===== src/rtl/regfile_wb_arbiter.sv =====
// regfile_wb_arbiter: round-robin arbiter for the register file write port, with an optional busy scoreboard built when WB_ARB_SCOREBOARD_EN is defined
module regfile_wb_arbiter #(
  parameter int DATA_WIDTH = 64,
  parameter int ADDR_WIDTH = 5
) (
  input  logic                  clock,
  input  logic                  reset,
  input  logic                  req0_valid,
  input  logic [ADDR_WIDTH-1:0] req0_addr,
  input  logic [DATA_WIDTH-1:0] req0_data,
  output logic                  req0_ready,
  input  logic                  req1_valid,
  input  logic [ADDR_WIDTH-1:0] req1_addr,
  input  logic [DATA_WIDTH-1:0] req1_data,
  output logic                  req1_ready,
  output logic [DATA_WIDTH-1:0] wb_D,
  output logic [ADDR_WIDTH-1:0] wb_DA,
  output logic                  wb_W,
  input  logic                  issue_valid,
  input  logic [ADDR_WIDTH-1:0] issue_addr,
  output logic [31:0]           busy
);
  logic                  prio;
  logic                  xfer;
  logic                  commit;
  logic [ADDR_WIDTH-1:0] sel_addr;
  logic [DATA_WIDTH-1:0] sel_data;
  assign req0_ready = req0_valid & (~req1_valid | ~prio);
  assign req1_ready = req1_valid & (~req0_valid | prio);
  assign xfer       = req0_ready | req1_ready;
  assign sel_addr   = req1_ready ? req1_addr : req0_addr;
  assign sel_data   = req1_ready ? req1_data : req0_data;
  assign commit     = xfer & (sel_addr != ADDR_WIDTH'(31));
  always_ff @(posedge clock or negedge reset) begin
    if (!reset) begin
      prio  <= 1'b0;
      wb_W  <= 1'b0;
      wb_D  <= '0;
      wb_DA <= '0;
    end else begin
      if (xfer) prio <= req0_ready;
      wb_W <= commit;
      if (commit) begin
        wb_D  <= sel_data;
        wb_DA <= sel_addr;
      end
    end
  end
`ifdef WB_ARB_SCOREBOARD_EN
  logic [31:0] set_mask;
  logic [31:0] clr_mask;
  always_comb begin
    set_mask = (issue_valid && issue_addr != ADDR_WIDTH'(31)) ? 32'(1) << issue_addr : '0;
    clr_mask = wb_W ? 32'(1) << wb_DA : '0;
  end
  always_ff @(posedge clock or negedge reset) begin
    if (!reset) busy <= '0;
    else        busy <= ((busy & ~clr_mask) | set_mask) & 32'h7fff_ffff;
  end
`else
  logic unused_issue;
  assign unused_issue = ^{issue_valid, issue_addr};
  assign busy = '0;
`endif
endmodule


===== config.mk =====
export PLATFORM = sky130hd
export DESIGN_NAME = regfile_wb_arbiter
export DESIGN_NICKNAME = d
export VERILOG_FILES = /design/src/rtl/regfile_wb_arbiter.sv
export SDC_FILE = /design/constraint.sdc
export NUM_CORES = 1
export LEC_CHECK = 0
export BUFFER_PORTS_ARGS = -buffer_cell sky130_fd_sc_hd__buf_2
export CORE_UTILIZATION = 25
export CTS_CLUSTER_SIZE = 25
export DETAILED_ROUTE_END_ITERATION = 16
export PLACE_DENSITY_LB_ADDON = 0.05
export SLEW_MARGIN = 20
export SYNTH_ARGS = -nofsm -noshare
export SYNTH_HDL_FRONTEND = slang
export SYNTH_SLANG_ARGS = --single-unit

===== constraint.sdc =====
create_clock -name clock -period 2.8 [get_ports clock]
set_clock_uncertainty 0.1 [all_clocks]
set_input_delay 0.28 -clock clock [delete_from_list [all_inputs] [get_ports clock]]
set_output_delay 0.28 -clock clock [all_outputs]
set_load 0.01 [all_outputs]

==> results of run 1 <==
-- sequential cells by signal, indices dropped and copies added, names as in the netlist --
signal and flops:
wb_D 64, prio 1, wb_DA 5, wb_W 1
-- power by group through the flow --
stage | combinational, mW | sequential (mW) | clock, mW
floorplan | 0.581 | 1.42 | 0
global placement | 1.02 | 1.32 | 0
detailed placement | 1.01 | 1.32 | 0
CTS | 1.02 | 1.31 | 1.11
global route | 1.08 | 1.34 | 1.15
finish | 0.992 | 1.31 | 1.05
-- Yosys cell counts --
cell type / instances / share of area
mux2_2: 64 / 0.18
o21a_1: 6 / 0.011
nand3_1: 2 / 0.0025
nor2_1: 2 / 0.0019
inv_2: 1 / 0.00093
buf_8: 6 / 0.022
dfrtp_1: 71 / 0.44
inv_1: 2 / 0.0019
buf_2: 7 / 0.0087
o22ai_4: 1 / 0.0050
o22a_1: 5 / 0.011
mux2_4: 64 / 0.24
o21ai_4: 1 / 0.0041
conb_1: 1 / 0.00093
nand2_2: 2 / 0.0031
buf_4: 32 / 0.060
nand2_1: 2 / 0.0019
buf_6: 1 / 0.0028
-- cells by family (layout without fill, tap and decap cells) --
family / Yosys count / after routing / synth area share
AOI/OAI and AO/OA: 13 / 13 / 0.0312
buffers and inverters: 49 / 235 / 0.0967
DFF: 71 / 71 / 0.443
muxes: 128 / 128 / 0.419
other: 1 / 32 / 0.000935
and+or+nand+nor: 8 / 8 / 0.00936
-- cell type report --
type | instances | area, um^2
clock buffers | 13 | 260
well taps | 211 | 264
inverters | 3 | 11.3
flip-flops and latches | 71 | 1780
multi-input cells | 181 | 1960
repair buffers | 216 | 1100
fillers | 1564 | 10000
clock inverters | 3 | 17.5
-- routing by layer --
layer  routed length (um)  part of all wire
met1                 3770              0.41
met3                  824             0.090
met5                    0                 0
met4                  171             0.019
met2                 4350              0.48
-- through the flow --
step	setup WS [ps]	util	total power [mW]	hold slack, ps	area [um^2]
floorplan	1120	-	2.00	-116	4130
global placement	831	0.332	2.34	370	5120
detailed placement	801	0.332	2.34	378	5120
CTS	796	0.350	3.43	29.7	5400
global route	703	0.350	3.56	70.1	5400
finish	842	0.350	3.35	-16.6	5400
-- layout by cell type (no fill, tap or decap) --
cell type   netlist  layout
buf_2             7     212
dfrtp_1          71      71
mux2_2           64      64
mux2_4           64      64
conb_1            1      32
clkbuf_16         0       9
o21a_1            6       6
o22a_1            5       5
buf_4            32       3
inv_1             2       2
nand2_2           2       2
nand2_1           2       2
nand3_1           2       2
nor2_1            2       2
clkbuf_1          0       2
clkbuf_8          0       2
clkinv_2          0       2
inv_2             1       1
o21ai_4           1       1
o22ai_4           1       1
clkinvlp_4        0       1
buf_12            0       1
-- final timing paths --
path | from | endpoint | cells past startpoint
max | prio | req1_ready | 4
min | reset | wb_D[37] | 1
max reg2reg | prio | wb_D[52] | 5
min reg2reg | wb_DA[3] | wb_DA[3] | 1
max in group asynchronous | reset | wb_DA[1] | 1
min in group clock | req0_valid | prio | 2
==> impl_metrics.env, run 1 <==
export IMPL_status="finished with violations"
export IMPL_violations="hold timing"
export IMPL_netlist_instances=270
export IMPL_die_y_um=129
export IMPL_coreArea_um2=15400
export IMPL_setup_viol=0
export IMPL_cts_buffers=9
export IMPL_place_congestion=0.691
export IMPL_ys_ff_latch=71
export IMPL_crit_family="buffers and inverters"
export IMPL_rsz0062_at_grt="false"
export IMPL_grt_overflow_total=0
export IMPL_power_density_nw_per_um2=621
export IMPL_track_usage=0.112
export IMPL_use_met1=0.128
export IMPL_synth_yosys_seq_area_share=0.443
export IMPL_hold_path_class="in -> async"
export IMPL_cts_root_buf="clkbuf_16"
export IMPL_hold_viol=25
export IMPL_area_growth_pct=34.5
export IMPL_seq_power_share=0.390
export IMPL_drt_iter0_drc=36
export IMPL_clkPwrFrac=0.314
export IMPL_synthesis_area_um2=4010
export IMPL_post_cts_resized=0
export IMPL_grt_pass1_wl_mm=14.0
export IMPL_routed_wl_mm=9.11
export IMPL_row_count=45
export IMPL_die_area_um2=16600
export IMPL_power_switching_mw=0.925
export IMPL_critPathCaptureType="primary output"
export IMPL_cts_hold_buf=0
export IMPL_post_place_cells=682
export IMPL_report_final_slew_viol_count=0
export IMPL_cts_sinks=71
export IMPL_synth_area_per_cell_um2=14.9
export IMPL_clock_latency_ps=320
export IMPL_avgViaCountPerCell=3.93
export IMPL_first_pass_iters=4
export IMPL_antennaDiodeCount=0
export IMPL_ys_types=18
export IMPL_die_x_um=129
export IMPL_crit_type="reg -> out"
export IMPL_critPathSlowestCell="dfrtp_1"
export IMPL_crit_arrival_ps=1580
export IMPL_relSlewSlack=0.393
export IMPL_finalNonFillerCells=698
export IMPL_clockBufferDepth=2
export IMPL_dr_total_vias=2741
export IMPL_grt_max_degree=72
export IMPL_fmax_mhz=511
export IMPL_ios=252
export IMPL_routedWlPerCell_um=13.1
export IMPL_leakagePower_nw=2.78
export IMPL_h_tree_depth=3
export IMPL_worstPathMaxFanout=37
export IMPL_busiest_layer="met2"
export IMPL_worst_setup_path_start_kind="flop"
export IMPL_fin_crit_ps=1960
export IMPL_dpl_hpwl_mm=6.57
export IMPL_max_stage_delay_ps=420
export IMPL_ir_worst_vdd_v=0.000234
export IMPL_drcViolationCount=0
export IMPL_io_buffers=213
export IMPL_clk_pin_slew_ps=60
export IMPL_whs_ps=-16.6
export IMPL_switching_share=0.276
export IMPL_internal_power_mw=2.43
export IMPL_tns_ps=0
export IMPL_drtAntennaViolNets=0
export IMPL_critPathBufInv=3
export IMPL_maxCapViolCount=0
export IMPL_worstPathRequired_ps=2420
export IMPL_post_cts_buffers=0
export IMPL_cts_tree="done"
export IMPL_drive_gt1_frac=0.745
export IMPL_period_share=0.699
export IMPL_r2r_slack_ps=850
export IMPL_start_util=0.260
export IMPL_antenna_found_initial=0
export IMPL_layout_nets=630
export IMPL_met3_usage=0.0424
export IMPL_grt_pass1_vias=2775
export IMPL_synth_warnings=0
export IMPL_crit_chain="o21ai_4 > buf_4 > inv_1 > buf_2"
export IMPL_worstMarginPinSlew_ps=910
export IMPL_use_met2=0.182
export IMPL_pwr_share_comb=0.296
(Power assumes the default switching activity.)
==> inputs of run 2 (changes only) <==
clock period = 1.6 ns   (was 2.8 ns; I/O delays follow)
==> run 2 against run 1 <==
Against the previous run: the run ends with setup timing left; first-iteration DRC count rose by 42%; cell area grew 10%; sequential cell count did not move; via count grew 4.7%; non-clock buffer count up 27; routed wire length rose by 19%; combinational power increased by 110%; worst hold slack better by 81 ps; die area is the same; critical endpoint is now wb_D[62]; highest routed layer unchanged.
==> impl_metrics.env, run 2 (same netlist as run 1, synthesis figures left out) <==
export IMPL_status="finished with violations"
export IMPL_violations="setup timing"
export IMPL_top_regs="wb_D: 64 flops, wb_DA: 5 flops"
export IMPL_power_total_mw=6.43
export IMPL_first_pass_iters=4
export IMPL_r2r_start="prio"
export IMPL_drcViolationCount=0
export IMPL_largest_reg_flops=64
export IMPL_clock_latency_ps=330
export IMPL_r2r_slack_ps=-170
export IMPL_die_y_um=129
export IMPL_coreArea_um2=15400
export IMPL_io_buffers=213
export IMPL_drt_iter0_drc=51
export IMPL_rsz0062_at_grt="true"
export IMPL_hold_viol=0
export IMPL_worst_setup_path_start_kind="flop"
export IMPL_register_area_um2=1780
export IMPL_track_usage=0.130
export IMPL_cts_root_buf="clkbuf_16"
export IMPL_start_util=0.260
export IMPL_regToRegEndpoint="wb_D[62]"
export IMPL_cts_sinks=71
export IMPL_hold_path_class="in -> reg"
export IMPL_reg2reg_depth=5
export IMPL_ios=252
export IMPL_crit_arrival_ps=1880
export IMPL_drive_gt1_frac=0.761
export IMPL_cts_tree="done"
export IMPL_fin_crit_ps=1770
export IMPL_hold_path_end="wb_DA[1]"
export IMPL_final_cell_mix="buf_2, dfrtp_1, mux2_4, mux2_2, conb_1"
export IMPL_ir_worst_vdd_v=0.000475
export IMPL_routed_wl_mm=10.9
export IMPL_routedWlPerCell_um=15.0
export IMPL_final_common_cell="buf_2"
export IMPL_row_count=45
export IMPL_report_final_slew_viol_count=0
export IMPL_dp_slack_ps=-183
export IMPL_grt_pass1_vias=2919
export IMPL_fillCellCount=1537
export IMPL_worstPathRequired_ps=1710
export IMPL_die_area_um2=16600
export IMPL_antenna_found_initial=1
export IMPL_setup_viol=66
export IMPL_fmax_mhz=565
export IMPL_clockBufferDepth=2
export IMPL_cts_buffers=9
export IMPL_layout_nets=657
export IMPL_regMostFlops="wb_D"
export IMPL_crit_type="reg -> reg"
export IMPL_h_tree_depth=3
export IMPL_min_path_cells=3
export IMPL_power_density_nw_per_um2=1080
export IMPL_hp_start="req0_addr[1]"
export IMPL_drtAntennaViolNets=0
export IMPL_dr_total_vias=2870
export IMPL_critPathCaptureType="flop"
export IMPL_die_x_um=129
export IMPL_place_congestion=0.663
export IMPL_multi_input_area_um2=1990
export IMPL_grt_max_degree=72
export IMPL_dpl_hpwl_mm=6.91
export IMPL_clk_pin_slew_ps=60
export IMPL_maxCapViolCount=0
export IMPL_period_share=1.11
export IMPL_worstPathMaxFanout=10
export IMPL_avgViaCountPerCell=3.95
export IMPL_fin_ws_ps=-169
export IMPL_area_growth_pct=48.3
export IMPL_leakagePower_nw=3.08
export IMPL_grt_pass1_wl_mm=15.9
export IMPL_grt_overflow_total=0
-- run 2: changes by cell type in the layout (fill, tap and decap cells not counted), sizes merged --
cell         delta
dlygate4sd3     +1
clkbuf          +3
diode           +1
bufinv          +1
buf            +23
clkinvlp        -1
-- run 2: layout make-up --
type | instances | share of cell area
clock inverter | 3 | 0.00673
timing repair buffer | 243 | 0.268
inverter | 3 | 0.00189
multi-input combinational | 181 | 0.335
tap | 211 | 0.0444
sequential | 71 | 0.299
antenna | 1 | 0.000421
clock buffer | 13 | 0.0454
-- run 2: how the worst max path moves through the flow --
stage,start,to,cells after the start
after floorplan,prio,wb_D[0],4
after global placement,prio,wb_D[7],6
after detailed placement,prio,wb_D[43],6
after CTS,prio,wb_D[14],5
after global routing,prio,wb_D[36],6
final,prio,wb_D[62],5
-- run 2: routing by layer --
metal,vias to the layer above,GRT usage,wire (um)
met5,-,0,0
met4,0,0.0457,146
met3,10,0.0441,765
met2,136,0.231,5530
met1,1353,0.145,4430
li1,1371,-,-
-- run 2: critical path: stages, from the launching register on --
cell and delay, ps:
dfrtp_1 410, o21ai_4 180, buf_6 200, clkbuf_16 190
mux2_2 330, mux2_4 250
-- run 2: timing repair --
action                                 in CTS  in global routing
setup endpoints to repair                  66                 69
endpoints found under the hold margin      71                  0
buffers inserted                           10                  2
gates resized for setup                    17                  5
gates cloned                                5                  3
hold buffers                                1                  0
-- run 2: where the power goes --
group          total, mW  switching, mW  internal (mW)  leakage (nW)
logic               2.04          0.822           1.22          2.09
clock network       2.09          0.764           1.33         0.156
registers           2.30          0.174           2.12         0.826
total               6.43           1.76           4.67          3.08
-- run 2: through the flow --
step | hold slack (ps) | setup TNS, ps | util | area, um^2 | cells
6_report | 64.6 | -9310 | 0.386 | 5950 | 726
5_1_grt | 68.5 | -13530 | 0.386 | 5950 | 725
4_1_cts | 47.7 | -9450 | 0.380 | 5860 | 721
3_5_place_dp | 119 | -9750 | 0.340 | 5250 | 689
3_3_place_gp | 117 | -9580 | 0.340 | 5250 | 689
2_1_floorplan | -236 | -2710 | - | 4150 | 301
==> inputs of run 3 (changes only) <==
CORE_UTILIZATION = 39   (was 25)
PLACE_DENSITY = 0.81   (was not set)
PLACE_DENSITY_LB_ADDON = not set   (was 0.05)
SETUP_SLACK_MARGIN = 0.05   (was not set)
==> run 3 against run 2 <==
Against the previous run: the run still ends with setup timing left; core utilization up 16 points; register-to-register slack about the same; first-iteration DRC count down 20%; largest power group unchanged.
==> impl_metrics.env, run 3 (same netlist as run 1, synthesis figures left out) <==
export IMPL_worst_setup_path_start_kind="flop"
export IMPL_grt_pass1_vias=2684
export IMPL_clock_latency_ps=320
export IMPL_use_met2=0.290
export IMPL_top_regs="wb_D: 64 flops, wb_DA: 5 flops"
export IMPL_critPathSlowestCell="dfrtp_1"
export IMPL_period_share=1.10
export IMPL_violations="setup timing"
export IMPL_crit_chain="o21ai_4 > buf_12 > mux2_2 > mux2_4"
export IMPL_regMostFlops="wb_D"
export IMPL_rsz0062_at_grt="true"
export IMPL_avgViaCountPerCell=4.48
export IMPL_cts_root_buf="clkbuf_8"
export IMPL_dp_slack_ps=-167
export IMPL_die_area_um2=10700
export IMPL_worstPathRequired_ps=1710
export IMPL_finalNonFillerCells=627
export IMPL_busiest_layer="met2"
export IMPL_fin_ws_ps=-157
export IMPL_cts_sinks=71
export IMPL_die_y_um=103
export IMPL_grt_overflow_total=0
export IMPL_hold_path_class="in -> reg"
export IMPL_ir_worst_vdd_v=0.000482
export IMPL_antennaDiodeCount=0
export IMPL_hold_viol=0
export IMPL_max_stage_delay_ps=420
export IMPL_final_cell_mix="buf_2, dfrtp_1, mux2_4, mux2_2, conb_1"
export IMPL_whs_ps=63.5
export IMPL_layout_nets=640
export IMPL_leakagePower_nw=2.82
export IMPL_track_usage=0.158
export IMPL_cts_buffers=9
export IMPL_first_pass_iters=2
export IMPL_place_congestion=0.742
export IMPL_fin_crit_ps=1760
export IMPL_io_buffers=213
export IMPL_row_count=36
export IMPL_post_place_cells=611
export IMPL_dpl_hpwl_mm=6.59
export IMPL_h_tree_depth=3
export IMPL_worstPathMaxFanout=27
export IMPL_drive_gt1_frac=0.751
export IMPL_maxCapViolCount=0
export IMPL_crit_arrival_ps=1870
export IMPL_status="finished with violations"
export IMPL_drtAntennaViolNets=0
export IMPL_die_x_um=103
export IMPL_crit_type="reg -> reg"
export IMPL_final_common_cell="buf_2"
export IMPL_met3_usage=0.0457
export IMPL_grt_pass1_wl_mm=12.7
export IMPL_use_met1=0.179
export IMPL_fmax_mhz=569
export IMPL_tns_ps=-8540
export IMPL_drt_iter0_drc=41
export IMPL_clk_pin_slew_ps=70
export IMPL_largest_reg_flops=64
export IMPL_r2r_slack_ps=-160
export IMPL_coreArea_um2=9860
export IMPL_clockBufferDepth=2
export IMPL_routedWlPerCell_um=13.8
export IMPL_ios=252
export IMPL_critPathCaptureType="flop"
export IMPL_setup_viol=65
export IMPL_drcViolationCount=0
export IMPL_antenna_found_initial=0
export IMPL_start_util=0.407
export IMPL_area_growth_pct=33.1
export IMPL_cts_tree="done"
export IMPL_power_density_nw_per_um2=1000
export IMPL_dr_total_vias=2808
export IMPL_routed_wl_mm=8.65
export IMPL_report_final_slew_viol_count=0
export IMPL_grt_max_degree=72
run 3: worst paths after layout:
| kind | cells after the start | end | start |
|---|---|---|---|
| setup / recovery | 4 | wb_D[51] | prio |
| min in group asynchronous | 3 | wb_D[19] | reset |
| max in group asynchronous | 3 | wb_D[13] | reset |
| hold / removal | 3 | wb_DA[0] | req0_addr[0] |
| hold reg to reg | 1 | wb_DA[0] | wb_DA[0] |
| setup reg to reg | 4 | wb_D[51] | prio |
run 3: per-stage QoR:
step	utilization	instance area, um^2	power (mW)
6_report	0.541	5340	5.37
5_1_grt	0.541	5340	5.69
4_1_cts	0.541	5340	5.46
3_5_place_dp	0.521	5140	4.13
3_3_place_gp	0.521	5140	4.07
2_1_floorplan	-	4150	3.51
run 3: report_power, final:
group | internal (mW) | switching, mW
registers | 2.12 | 0.184
clock network | 0.663 | 0.618
logic | 1.05 | 0.733
run 3: critical path, delay by kind of cell, from the launching register on:
family	cells	cell delay (ps)
mux	2	610
flops	1	420
compound gates	1	260
buf+inv	1	230
run 3: layout make-up:
class	count	area [um^2]
clock buffer	12	165
clock inverter	1	5.00
fill	865	4520
inverter	3	11.3
multi-input combinational	181	1970
sequential	71	1780
tap	133	166
timing repair buffer	226	1240
run 3: per-layer routing:
metal | part of all wire | up-vias
met1 | 0.39 | 1335
met4 | 0.0079 | 0
met5 | 0 | -
met2 | 0.53 | 134
li1 | - | 1331
met3 | 0.064 | 8
run 3: repair_timing:
item	CTS	global route
endpoints found under the setup margin	70	70
pin swaps	0	0
gates cloned	0	0
setup buffers	2	0
hold endpoints to repair	71	0
hold buffers	1	0
resized for setup	0	1
